`src/rtl/ifid_skid_register.sv`:
```
// ----------------------------------------------------------------------------
// ifid_skid_register
//
// Pipeline register between instruction fetch and decode. It captures the
// fetched {pc, instruction} pair and hands it to decode. A two-entry skid
// buffer (main slot + skid slot) absorbs the one fetch that is already in
// flight when decode stalls, so if_ready is a flop output with no
// combinational path from id_ready.
//
// Handshake (both sides): a transfer happens on a rising clk edge where
// valid & ready are both 1. A producer holding valid=1 keeps its payload
// stable until the transfer; a held id_* entry is stable while id_ready=0.
//
// Ports:
//   clk        in   system clock, all state on rising edge
//   rst_n      in   asynchronous active-low reset
//   if_valid   in   fetch presents {if_pc, if_instr}
//   if_ready   out  block can accept (registered)
//   if_pc      in   [PC_W]    pc of fetched instruction
//   if_instr   in   [INSTR_W] fetched instruction
//   flush      in   synchronous discard of all held and incoming entries
//   id_valid   out  decode-side entry valid
//   id_ready   in   decode consumes the entry this cycle
//   id_pc      out  [PC_W]    pc of presented entry (holds across flush)
//   id_instr   out  [INSTR_W] presented instruction, NOP_INSTR when empty
//   id_illegal out  entry has a non-32-bit encoding (instr[1:0] != 2'b11)
//
// Optional feature, macro IFID_PERF_CNT_EN:
//   stall_cnt  out  [32] cycles with id_valid & !id_ready (saturating)
//   flush_cnt  out  [32] cycles with flush=1 (saturating)
// ----------------------------------------------------------------------------
module ifid_skid_register #(
    parameter int                 PC_W      = 64,
    parameter int                 INSTR_W   = 32,
    parameter logic [INSTR_W-1:0] NOP_INSTR = 32'h00000013
) (
    input  logic               clk,
    input  logic               rst_n,
    input  logic               if_valid,
    output logic               if_ready,
    input  logic [PC_W-1:0]    if_pc,
    input  logic [INSTR_W-1:0] if_instr,
    input  logic               flush,
    output logic               id_valid,
    input  logic               id_ready,
    output logic [PC_W-1:0]    id_pc,
    output logic [INSTR_W-1:0] id_instr,
    output logic               id_illegal
`ifdef IFID_PERF_CNT_EN
    ,
    output logic [31:0]        stall_cnt,
    output logic [31:0]        flush_cnt
`endif
);

    // Main slot drives the decode side.
    logic               r_main_valid;
    logic [PC_W-1:0]    r_main_pc;
    logic [INSTR_W-1:0] r_main_instr;
    logic               r_main_illegal;

    // Skid slot holds the entry accepted while main was stalled.
    logic               r_skid_valid;
    logic [PC_W-1:0]    r_skid_pc;
    logic [INSTR_W-1:0] r_skid_instr;
    logic               r_skid_illegal;

    logic               r_if_ready;

    logic               w_accept;
    logic               w_consume;
    logic               w_in_illegal;

    logic               w_main_valid_nxt;
    logic [PC_W-1:0]    w_main_pc_nxt;
    logic [INSTR_W-1:0] w_main_instr_nxt;
    logic               w_main_illegal_nxt;
    logic               w_skid_valid_nxt;
    logic [PC_W-1:0]    w_skid_pc_nxt;
    logic [INSTR_W-1:0] w_skid_instr_nxt;
    logic               w_skid_illegal_nxt;
    logic               w_if_ready_nxt;

    assign w_accept     = if_valid & r_if_ready;
    assign w_consume    = r_main_valid & id_ready;
    assign w_in_illegal = (if_instr[1:0] != 2'b11);

    always_comb begin
        w_main_valid_nxt   = r_main_valid;
        w_main_pc_nxt      = r_main_pc;
        w_main_instr_nxt   = r_main_instr;
        w_main_illegal_nxt = r_main_illegal;
        w_skid_valid_nxt   = r_skid_valid;
        w_skid_pc_nxt      = r_skid_pc;
        w_skid_instr_nxt   = r_skid_instr;
        w_skid_illegal_nxt = r_skid_illegal;

        if (flush) begin
            // Payload registers are left alone so id_pc keeps its last value.
            w_main_valid_nxt = 1'b0;
            w_skid_valid_nxt = 1'b0;
        end else if (!r_main_valid || w_consume) begin
            if (r_skid_valid) begin
                // Oldest entry sits in skid: promote it, newcomer backfills skid.
                w_main_valid_nxt   = 1'b1;
                w_main_pc_nxt      = r_skid_pc;
                w_main_instr_nxt   = r_skid_instr;
                w_main_illegal_nxt = r_skid_illegal;
                w_skid_valid_nxt   = w_accept;
                if (w_accept) begin
                    w_skid_pc_nxt      = if_pc;
                    w_skid_instr_nxt   = if_instr;
                    w_skid_illegal_nxt = w_in_illegal;
                end
            end else begin
                w_main_valid_nxt = w_accept;
                w_skid_valid_nxt = 1'b0;
                if (w_accept) begin
                    w_main_pc_nxt      = if_pc;
                    w_main_instr_nxt   = if_instr;
                    w_main_illegal_nxt = w_in_illegal;
                end
            end
        end else if (w_accept) begin
            // Main is stalled: the in-flight fetch lands in skid.
            w_skid_valid_nxt   = 1'b1;
            w_skid_pc_nxt      = if_pc;
            w_skid_instr_nxt   = if_instr;
            w_skid_illegal_nxt = w_in_illegal;
        end

        w_if_ready_nxt = !w_skid_valid_nxt;
    end

    always_ff @(posedge clk or negedge rst_n) begin
        if (!rst_n) begin
            r_main_valid   <= 1'b0;
            r_main_pc      <= '0;
            r_main_instr   <= NOP_INSTR;
            r_main_illegal <= 1'b0;
            r_skid_valid   <= 1'b0;
            r_skid_pc      <= '0;
            r_skid_instr   <= NOP_INSTR;
            r_skid_illegal <= 1'b0;
            r_if_ready     <= 1'b1;
        end else begin
            r_main_valid   <= w_main_valid_nxt;
            r_main_pc      <= w_main_pc_nxt;
            r_main_instr   <= w_main_instr_nxt;
            r_main_illegal <= w_main_illegal_nxt;
            r_skid_valid   <= w_skid_valid_nxt;
            r_skid_pc      <= w_skid_pc_nxt;
            r_skid_instr   <= w_skid_instr_nxt;
            r_skid_illegal <= w_skid_illegal_nxt;
            r_if_ready     <= w_if_ready_nxt;
        end
    end

    assign if_ready   = r_if_ready;
    assign id_valid   = r_main_valid;
    assign id_pc      = r_main_pc;
    assign id_instr   = r_main_valid ? r_main_instr : NOP_INSTR;
    assign id_illegal = r_main_valid & r_main_illegal;

`ifdef IFID_PERF_CNT_EN
    logic [31:0] r_stall_cnt;
    logic [31:0] r_flush_cnt;

    always_ff @(posedge clk or negedge rst_n) begin
        if (!rst_n) begin
            r_stall_cnt <= '0;
            r_flush_cnt <= '0;
        end else begin
            if (r_main_valid && !id_ready && (r_stall_cnt != 32'hFFFF_FFFF))
                r_stall_cnt <= r_stall_cnt + 32'd1;
            if (flush && (r_flush_cnt != 32'hFFFF_FFFF))
                r_flush_cnt <= r_flush_cnt + 32'd1;
        end
    end

    assign stall_cnt = r_stall_cnt;
    assign flush_cnt = r_flush_cnt;
`endif

endmodule

```
`config.mk`:
```
export PLATFORM = sky130hd
export DESIGN_NAME = ifid_skid_register
export DESIGN_NICKNAME = d
export VERILOG_FILES = /design/src/rtl/ifid_skid_register.sv
export SDC_FILE = /design/constraint.sdc
export NUM_CORES = 1
export LEC_CHECK = 0
export ABC_AREA = 0
export BUFFER_PORTS_ARGS = -buffer_cell sky130_fd_sc_hd__buf_2
export CAP_MARGIN = 0
export CELL_PAD_IN_SITES_DETAIL_PLACEMENT = 1
export CELL_PAD_IN_SITES_GLOBAL_PLACEMENT = 1
export CORE_ASPECT_RATIO = 0.75
export CORE_MARGIN = 3
export CORE_UTILIZATION = 44
export DETAILED_ROUTE_END_ITERATION = 12
export HOLD_SLACK_MARGIN = 0.03
export PLACE_DENSITY_LB_ADDON = 0.1
export REMOVE_ABC_BUFFERS = 1
export SYNTH_ARGS = -nofsm -noshare
export SYNTH_HDL_FRONTEND = slang
export SYNTH_SLANG_ARGS = --single-unit
```
`constraint.sdc`:
```
create_clock -name clk -period 2.6 [get_ports clk]
set_clock_uncertainty 0.15 [all_clocks]
set_input_delay 0.13 -clock clk [delete_from_list [all_inputs] [get_ports clk]]
set_output_delay 0.13 -clock clk [all_outputs]
set_load 0.01 [all_outputs]
```
== Word level (Yosys, flattened, before mapping) ==
Index checks and enable logic that the tools add are counted.
Word-level totals
  register bits: 197
  bits of input ports: 101
  output and inout bits: 99
  word-level logic and storage cells: 45
Cells by class
  equality and inequality tests: 2
  muxes and demuxes: 23
  bitwise logic cells: 4
  reduce and logical (&&, ||, !) cells: 7
Operators by type and width (count)
  $mux 64: 5
  $mux 32: 6
  $mux 1: 12
  $ne 2x2->1 const B: 2
  $reduce_bool 2->1: 2
  $and 1x1->1: 3
  $reduce_and 3->1: 1
  $logic_not 1->1: 2
  $reduce_and 2->1: 1
  $logic_or 1x1->1: 1
  $not 1->1: 1

== Logic depth before layout (Yosys ltp) ==
Gate-level depths: netlist (run 1).
  depth after elaboration: 5
  depth in mapped cells: 6

== Worst setup path after synthesis (run 1) ==
Ideal clock, no wire load.
  kind: register to register
  start point: register r_if_ready, in the netlist if_ready
  end point: register r_main_pc[29], in the netlist id_pc[29]
  arrival: 1.701 ns
  required time: 2.325 ns
  slack: 0.624 ns
  stages on the path, launching flop included: 6
  path through: dfstp_2 > nand2_1 > a211oi_4 > buf_4 > buf_6 > mux2_2
Between the ends
  word-level cells in the longest chain between the ends: 3
Ends and longest elaborated chain
  start, declared: RTL line 68  | logic r_if_ready;
  start signal, assigned: RTL line 155  | r_if_ready <= w_if_ready_nxt;
  $and 1x1->1: RTL line 84  | assign w_accept = if_valid & r_if_ready;
  $reduce_bool 2->1 (no source line)
  $reduce_and 3->1 (no source line)
  end signal, assigned: RTL line 148  | r_main_pc <= w_main_pc_nxt;
  end, declared: RTL line 58  | logic [PC_W-1:0] r_main_pc;
Every way passes these cells.
A chain may end at the register's enable or synchronous reset.

== Worst setup path after layout (run 1) ==
  start point: register r_if_ready, in the netlist if_ready
  end point: register r_main_pc[37], in the netlist id_pc[37]
The elaborated chain is that of the path after synthesis.

==> impl_metrics.json, run 1 <==
{
  "outcome": "finished clean",
  "grt_busiest_layer": "met2",
  "port_buffers": 199,
  "use_met2_pct": 35.0,
  "grt_overflow_total": 0,
  "ctsHtreeMaxLevel": 4,
  "path_max_fanout": 31,
  "yosysSeqAreaShare_pct": 56.5,
  "syn2layout_area_growth_pct": 32.3,
  "irDropWorstVdd_v": 0.000406,
  "cts_hold_buffers": 100,
  "grt_util_met1_pct": 24.6,
  "grt_usage_pct": 20.1,
  "synth_compound_area_share_pct": 0.644,
  "synth_area_leader_cell": "dfrtp_1",
  "setup_viol": 0,
  "hold_viol": 0,
  "arrival_ps": 2340,
  "clk_pin_slew_ps": 70,
  "critPathCaptureType": "flip-flop",
  "maxCapViolations": 0,
  "postCtsSetupBuffers": 0,
  "grt_max_degree": 100,
  "chipWidth_um": 169,
  "firstDrtPassIters": 6,
  "slowest_stage": "dfstp_2",
  "crit_family": "flip-flops",
  "cp_slowest_stage_delay_ps": 540,
  "clkSinkCount": 197,
  "initial_utilization_pct": 46.0,
  "yosys.area_share.adder_pct": 0.114,
  "dr_total_vias": 5684,
  "crit_buf_inv": 1,
  "antenna_found_initial": 0,
  "die_h_um": 128,
  "vias_per_cell": 5.06,
  "nets": 965,
  "use_met3_pct": 5.61,
  "grt_pass1_wl_mm": 34.2,
  "synth_area_um2": 8740,
  "fin_crit_ps": 2180,
  "n_fill_cell": 1849,
  "io_pins": 200,
  "post_cts_resized": 0,
  "path_cells": "nand2_1 > a211oi_4 > buf_4 > mux2_2",
  "cts_tree": "yes",
  "p_leak_nw": 5.17,
  "synth_xor_area_share_pct": 0,
  "report.final.slew_viol_count": 0,
  "clk_latency_ps": 430,
  "die-area_um2": 21600,
  "worst_slew_pin_slew_ps": 590,
  "synth_warnings": 0,
  "yosys-top-cells-area": "dfrtp_1 54%, mux2_2 33%, mux2_1 4.0%",
  "ys_ff_latch": 197,
  "placeableCoreArea_um2": 19000,
  "drt-initial-drc-count": 207,
  "synth_top_family_by_area": "multiplexers",
  "fin_util_pct": 60.9,
  "routabilityCongestion": 0.748,
  "placed_cell_area_um2": 9990,
  "drive_gt1_share_pct": 58.2,
  "power_density_nw_per_um2": 748,
  "fmax_mhz": 459,
  "drt-total-wl_mm": 21.4,
  "postSynthCellCount": 569,
  "postRouteAntennaNets": 0,
  "avgSynthCellArea_um2": 15.4,
  "rsz0062_at_grt": "no",
  "min_path_type": "primary input to asynchronous set/reset pin",
  "clockBufferDepth": 2,
  "synth_mux_area_share_pct": 37.3,
  "synthDistinctLibCells": 20,
  "n_antenna_cell": 0,
  "start_kind": "flip-flop",
  "grt_pass1_vias": 6452,
  "maxSlewHeadroom_pct": 60.7,
  "design_area_um2": 11600,
  "numCtsBuffers": 17,
  "period_share_pct": 83.8,
  "drcViolationCount": 0,
  "rows": 43,
  "crit_required_ps": 2770,
  "routedWlPerCell_um": 19.1,
  "synth-simple-area-share_pct": 2.82,
  "yosysTopAreaCellShare_pct": 54.4,
  "dp_hpwl_mm": 13.5,
  "root_buffer": "clkbuf_16",
  "criticalPathCategory": "flip-flop to flip-flop"
}
metrics by stage:
| stage | worst slack (ps) | power (mW) | hold slack (ps) | setup TNS [ps] | std cells |
|---|---|---|---|---|---|
| final | 422 | 8.65 | 99.7 | 0 | 1124 |
| after global routing | 310 | 9.10 | 155 | 0 | 1124 |
| after CTS | 409 | 8.76 | 113 | 0 | 1124 |
| after detailed placement | 421 | 5.97 | 11.8 | 0 | 992 |
| after global placement | 476 | 5.80 | 3.36 | 0 | 992 |
| after floorplan | -3340 | 5.22 | -316 | -644680 | 535 |
kinds of logic after synthesis:
family,after synthesis
AO/OA/AOI/OAI,5
adder cells (fa/ha/maj),1
buffers and inverters,36
flip-flops,197
multiplexers,290
AND/OR/NAND/NOR,40
synthesized netlist by cell type:
master    number
mux2_2       258
dfrtp_1      190
and2_1        31
mux2_1        31
clkbuf_1      12
buf_4          8
buf_2          7
buf_6          7
dfstp_2        7
nand2b_1       5
a211oi_4       2
a21oi_1        2
nand2_1        2
a31oi_1        1
and2b_1        1
inv_1          1
inv_2          1
maj3_1         1
mux2i_1        1
nor2b_1        1
cell usage in the layout (no fill, tap or decap), types with 4 or more instances in the layout:
cell             n
buf_12           5
dlygate4sd3_1  100
dfrtp_1        189
mux2_1          31
dfstp_2          7
and2_1          31
clkbuf_16       17
inv_6            4
buf_4            6
mux2_2         258
nand2b_1         5
buf_2          198
sequential cells by signal, summed over array words and instances (netlist names):
| name | flops |
|---|---|
| id_pc | 64 |
| id_valid | 1 |
| if_ready | 1 |
| r_main_illegal | 1 |
| r_main_instr | 32 |
| r_skid_illegal | 1 |
| r_skid_instr | 32 |
| r_skid_pc | 64 |
| r_skid_valid | 1 |
where the power goes:
| part | switching, mW | internal, mW |
|---|---|---|
| combinational | 0.736 | 1.04 |
| sequential | 0.389 | 3.86 |
| clock | 1.20 | 1.43 |
| total | 2.32 | 6.33 |
final timing paths:
check	start	endpoint	slack (ps)	cells past startpoint
min in group clk	id_ready	if_ready	170	4
worst max-delay path	if_ready	id_pc[37]	420	4
max in group asynchronous	rst_n	r_skid_pc[26]	1420	3
worst min-delay path	rst_n	r_main_instr[26]	100	2
worst min register to register	r_skid_instr[18]	r_skid_instr[18]	330	1
worst max register to register	if_ready	id_pc[37]	420	4
metal layers:
metal	vias up	routed length [um]	part of all wire, %
met2	137	10700	50
li1	2613	-	-
met1	2913	9240	43
met5	-	0	0
met4	0	245	1.1
met3	21	1290	6.0
layout make-up:
cell class | instances | area [um^2] | area share, %
Clock buffer | 18 | 429 | 3.71
Inverter | 2 | 7.51 | 0.0649
Clock inverter | 14 | 150 | 1.30
Multi-Input combinational cell | 336 | 3580 | 30.9
Timing Repair Buffer | 310 | 2150 | 18.6
Sequential cell | 197 | 4940 | 42.7
Tap cell | 247 | 309 | 2.67
Note: power is estimated with default switching activity, not from simulation.
==> run 2: changes to the inputs <==
Settings changed: CORE_UTILIZATION 44 to 40.
Clock period 2.6 ns to 1.9 ns, I/O delays scaled along.
==> run 2 against run 1 <==
  * Highest routed layer unchanged
  * Cell count is 6.9% higher
  * Routed wire length is 7.1% higher
  * Worst setup slack lost 430 ps
  * Sequential cell count is the same
  * Count of clock-buffer cells in the layout is 1 higher
  * The run now ends with setup timing left
  * Largest power group unchanged
  * Via count up 2.3%
  * Register-to-register slack worse by 430 ps
  * Sequential power is 37% higher
  * Combinational power rose by 49%
==> impl_metrics.json, run 2 (synthesis results as in run 1) <==
{
  "outcome": "finished, violations left",
  "failed_checks": "setup timing",
  "path_cells": "nand2_4 > a211oi_4 > buf_6 > buf_12 > clkbuf_16 > mux2_2",
  "p_total_mw": 12.3,
  "antenna_found_initial": 0,
  "vias_per_cell": 4.84,
  "ff2ff_setup_slack_ps": -10,
  "layout_commonest_cell": "mux2_2",
  "rsz0062_at_grt": "yes",
  "cp_slowest_stage_delay_ps": 550,
  "power_density_nw_per_um2": 1000,
  "fin_util_pct": 57.6,
  "numCtsBuffers": 17,
  "firstDrtPassIters": 4,
  "arrival_ps": 2080,
  "fin_crit_ps": 1910,
  "dp.cells": 1051,
  "drt-initial-drc-count": 205,
  "min_path_type": "primary input to asynchronous set/reset pin",
  "die_h_um": 134,
  "maxSlewHeadroom_pct": 67.2,
  "critPathCaptureType": "flip-flop",
  "maxCapViolations": 0,
  "hold_viol": 0,
  "multi_input_area_um2": 3660,
  "dr_total_vias": 5812,
  "p_leak_nw": 5.52,
  "final.setup.tns_ps": -25.8,
  "grt_usage_pct": 18.9,
  "fmax_mhz": 523,
  "report.final.slew_viol_count": 0,
  "grt_overflow_total": 0,
  "n_antenna_cell": 0,
  "root_buffer": "clkbuf_16",
  "n_fill_cell": 2116,
  "worst_slack_ps": -12.2,
  "clk_latency_ps": 420,
  "irDropWorstVdd_v": 0.000472,
  "crit_required_ps": 2070,
  "dp_hpwl_mm": 14.9,
  "routabilityCongestion": 0.753,
  "port_buffers": 199,
  "cts_tree": "yes",
  "ctsHtreeMaxLevel": 4,
  "layout.cells.non_filler": 1201,
  "drive_gt1_share_pct": 60.1,
  "period_share_pct": 101,
  "clkSinkCount": 197,
  "grt_max_degree": 54,
  "io_pins": 200,
  "setup_viol": 7,
  "initial_utilization_pct": 41.1,
  "placeableCoreArea_um2": 21300,
  "grt_pass1_vias": 6641,
  "chipWidth_um": 177,
  "start_kind": "flip-flop",
  "clockBufferDepth": 2,
  "drcViolationCount": 0,
  "die-area_um2": 23700,
  "nets": 1001,
  "slowest_stage": "dfstp_2",
  "criticalPathCategory": "flip-flop to flip-flop",
  "postRouteAntennaNets": 0,
  "syn2layout_area_growth_pct": 40.3,
  "routedWlPerCell_um": 19.1,
  "regArea_um2": 4940,
  "worst_slew_pin_slew_ps": 492,
  "path_max_fanout": 9,
  "layout_common_cells": "238 x mux2_2, 198 x buf_2, 189 x dfrtp_1, 99 x dlygate4sd3_1",
  "clk_pin_slew_ps": 70,
  "drt-total-wl_mm": 22.9,
  "rows": 46,
  "grt_pass1_wl_mm": 35.3
}
run 2: critical path, delay by kind of cell (launching register included):
kind                   cells  cell delay (ps)
AO/OA/AOI/OAI              1              250
buffers and inverters      3              460
flip-flops                 1              550
multiplexers               1              320
AND/OR/NAND/NOR            1               70
run 2: final cells by class:
class                   count  share of cell area (%)
clock inverters            13                    1.38
clock buffers              19                    3.61
flip-flops and latches    197                    40.3
repair buffers            346                    21.9
well taps                 288                    2.94
multi-input cells         336                    29.9
inverters                   2                  0.0612
run 2: final timing paths:
check | cells after the start | start | to
worst max-delay path | 6 | if_ready | id_pc[1]
worst min-delay path | 2 | rst_n | r_skid_instr[13]
worst max register to register | 6 | if_ready | id_pc[1]
worst min register to register | 1 | r_skid_instr[30] | r_skid_instr[30]
max in group asynchronous | 3 | rst_n | if_ready
min in group clk | 4 | if_valid | if_ready
run 2: stage by stage:
step	instance area (um^2)	hold slack, ps	setup slack [ps]
after floorplan	8520	-351	-4040
final	12300	46.0	-12.2
after global placement	10300	-56.5	-68.9
after CTS	12000	45.8	-4.81
after global routing	12300	57.5	-52.2
after detailed placement	10300	-43.1	-86.3
run 2: metal layers:
metal / track usage [%] / part of all wire (%) / vias up
li1: - / - / 2688
met1: 23.3 / 44 / 2962
met2: 33.0 / 49 / 140
met3: 5.15 / 5.4 / 22
met4: 4.88 / 1.4 / 0
met5: 0 / 0 / -
run 2: repair_timing:
item | in CTS | in global routing
gates cloned | 1 | 4
hold buffers | 99 | 0
setup endpoints to repair | 186 | 150
resized for setup | 5 | 31
endpoints found under the hold margin | 391 | 0
pin swaps | 2 | 3
setup buffers | 3 | 11
run 2: power by group:
part / switching, mW / internal (mW) / total (mW) / leakage (nW)
logic: 1.06 / 1.59 / 2.65 / 2.89
registers: 0.541 / 5.28 / 5.82 / 2.34
clock network: 1.66 / 2.13 / 3.79 / 0.292
==> run 3: changes to the inputs <==
Clock period 1.9 ns to 1.6 ns, I/O delays scaled along.
==> run 3 against run 2 <==
  * The run ends with hold timing, setup timing left
  * Largest cell class unchanged
  * Count of clock-buffer cells in the layout rose by 1
  * Power rose by 23%
  * Clock power rose by 11%
  * Cell count rose by 1.0%
  * Fmax fell by 0.36%
  * Non-clock buffer count rose by 11
  * Critical path depth fell by 1
  * Die area did not move
  * Hold slack got worse by 100 ps
  * Largest power group unchanged
  * Routed wire length rose by 12%
  * Via count rose by 3.5%
==> impl_metrics.json, run 3 (synthesis results as in run 1) <==
{
  "outcome": "finished, violations left",
  "failed_checks": "hold timing, setup timing",
  "layout.cells.non_filler": 1213,
  "irDropWorstVdd_v": 0.000733,
  "grt_max_degree": 37,
  "die-area_um2": 23700,
  "crit_required_ps": 1770,
  "routedWlPerCell_um": 21.2,
  "hold_viol": 22,
  "firstDrtPassIters": 4,
  "port_buffers": 199,
  "dp_hpwl_mm": 15.1,
  "placed_cell_area_um2": 10300,
  "io_pins": 200,
  "holdPathStages": 4,
  "grt_pass1_vias": 6828,
  "p_total_mw": 15.1,
  "vias_per_cell": 4.96,
  "fin_crit_ps": 1920,
  "drcViolationCount": 0,
  "root_buffer": "clkbuf_16",
  "grt_pass1_wl_mm": 37.2,
  "clk_latency_ps": 440,
  "setup_viol": 221,
  "fmax_mhz": 521,
  "nets": 1012,
  "initial_utilization_pct": 41.1,
  "dp.cells": 1055,
  "ff2ff_path_depth": 5,
  "routabilityCongestion": 0.734,
  "grt_overflow_total": 0,
  "placeableCoreArea_um2": 21300,
  "layout_commonest_cell": "dfrtp_1",
  "worst_slack_ps": -319,
  "die_h_um": 134,
  "cts_tree": "yes",
  "critPathCaptureType": "flip-flop",
  "drive_gt1_share_pct": 65.4,
  "min_path_type": "primary input to flip-flop",
  "dr_total_vias": 6013,
  "path_max_fanout": 16,
  "rows": 46,
  "power_density_nw_per_um2": 1150,
  "worst_slew_pin_slew_ps": 786,
  "regArea_um2": 4940,
  "multi_input_area_um2": 4180,
  "report.final.slew_viol_count": 0,
  "start_kind": "flip-flop",
  "drt-initial-drc-count": 235,
  "drt-total-wl_mm": 25.8,
  "syn2layout_area_growth_pct": 50.8,
  "period_share_pct": 120,
  "rsz0062_at_grt": "yes",
  "clkSinkCount": 197,
  "n_fill_cell": 1990,
  "antenna_found_initial": 1,
  "hold_ws_ps": -55.1,
  "arrival_ps": 2090,
  "final.setup.tns_ps": -57110,
  "cts_hold_buffers": 102,
  "chipWidth_um": 177,
  "clockBufferDepth": 2,
  "startpoint": "id_valid",
  "crit-reg2reg-launch": "id_valid",
  "clk_pin_slew_ps": 70,
  "grt_usage_pct": 20.1,
  "postRouteAntennaNets": 0,
  "ctsHtreeMaxLevel": 4,
  "layout_common_cells": "188 x dfrtp_1, 171 x buf_2, 140 x mux2_2, 138 x mux2_4, 100 x dlygate4sd3_1",
  "numCtsBuffers": 17,
  "criticalPathCategory": "flip-flop to flip-flop",
  "design_area_um2": 13200,
  "maxSlewHeadroom_pct": 47.5,
  "fin_util_pct": 61.9,
  "hold_start": "if_valid",
  "p_leak_nw": 6.06,
  "maxCapViolations": 0
}
## run 3: cell types whose count changed in the layout (fill, tap and decap cells not counted), moves of 5 or more
cell,before,now
mux2_4,20,138
mux2_2,238,140
buf_6,6,35
buf_2,198,171
and2_1,31,8
and2_4,0,23
mux2_1,31,11
buf_4,20,14
buf_12,17,22
## run 3: metrics by stage
stage / setup WS, ps / hold WS, ps
CTS: -299 / -7.96
global route: -381 / -77.3
global placement: -381 / -75.2
floorplan: -4340 / -366
detailed placement: -402 / -77.2
finish: -319 / -55.1
## run 3: worst paths after layout
kind                       slack (ps)               end
min in group asynchronous         -20      r_skid_pc[4]
max in group asynchronous         190      r_skid_valid
hold reg to reg                   340  r_skid_instr[10]
setup reg to reg                 -320         id_pc[12]
hold / removal                    -60          id_valid
setup / recovery                 -320         id_pc[12]
## run 3: area by class of cell
| cell class | count | share of cell area, % |
|---|---|---|
| flip-flops and latches | 197 | 37.5 |
| multi-input cells | 336 | 31.7 |
| repair buffers | 357 | 23.7 |
| clock buffers | 20 | 3.46 |
| well taps | 288 | 2.73 |
| clock inverters | 12 | 0.873 |
| inverters | 2 | 0.0570 |
| diodes | 1 | 0.0190 |
## run 3: critical path, cell delays in order (launching register included)
cell and delay, ps:
dfrtp_2 460, and2b_1 220, a211oi_4 230, buf_12 200
buf_12 180, mux2_2 340
## run 3: layer usage
metal	up-vias	wire length, um	global-route usage (%)
li1	2711	-	-
met1	3132	11200	25.0
met2	153	12800	34.7
met3	17	1510	5.55
met4	0	231	5.19
met5	-	0	0
## run 3: timing repair
action / CTS / global route
cloned: 5 / 7
setup endpoints to repair: 218 / 243
gates resized for setup: 67 / 159
hold endpoints to repair: 388 / 22
setup buffers: 9 / 8
pin swaps: 2 / 4
## run 3: report_power, final
part	switching (mW)	internal [mW]
combinational	1.39	2.54
clock	2.06	2.14
sequential	0.721	6.27
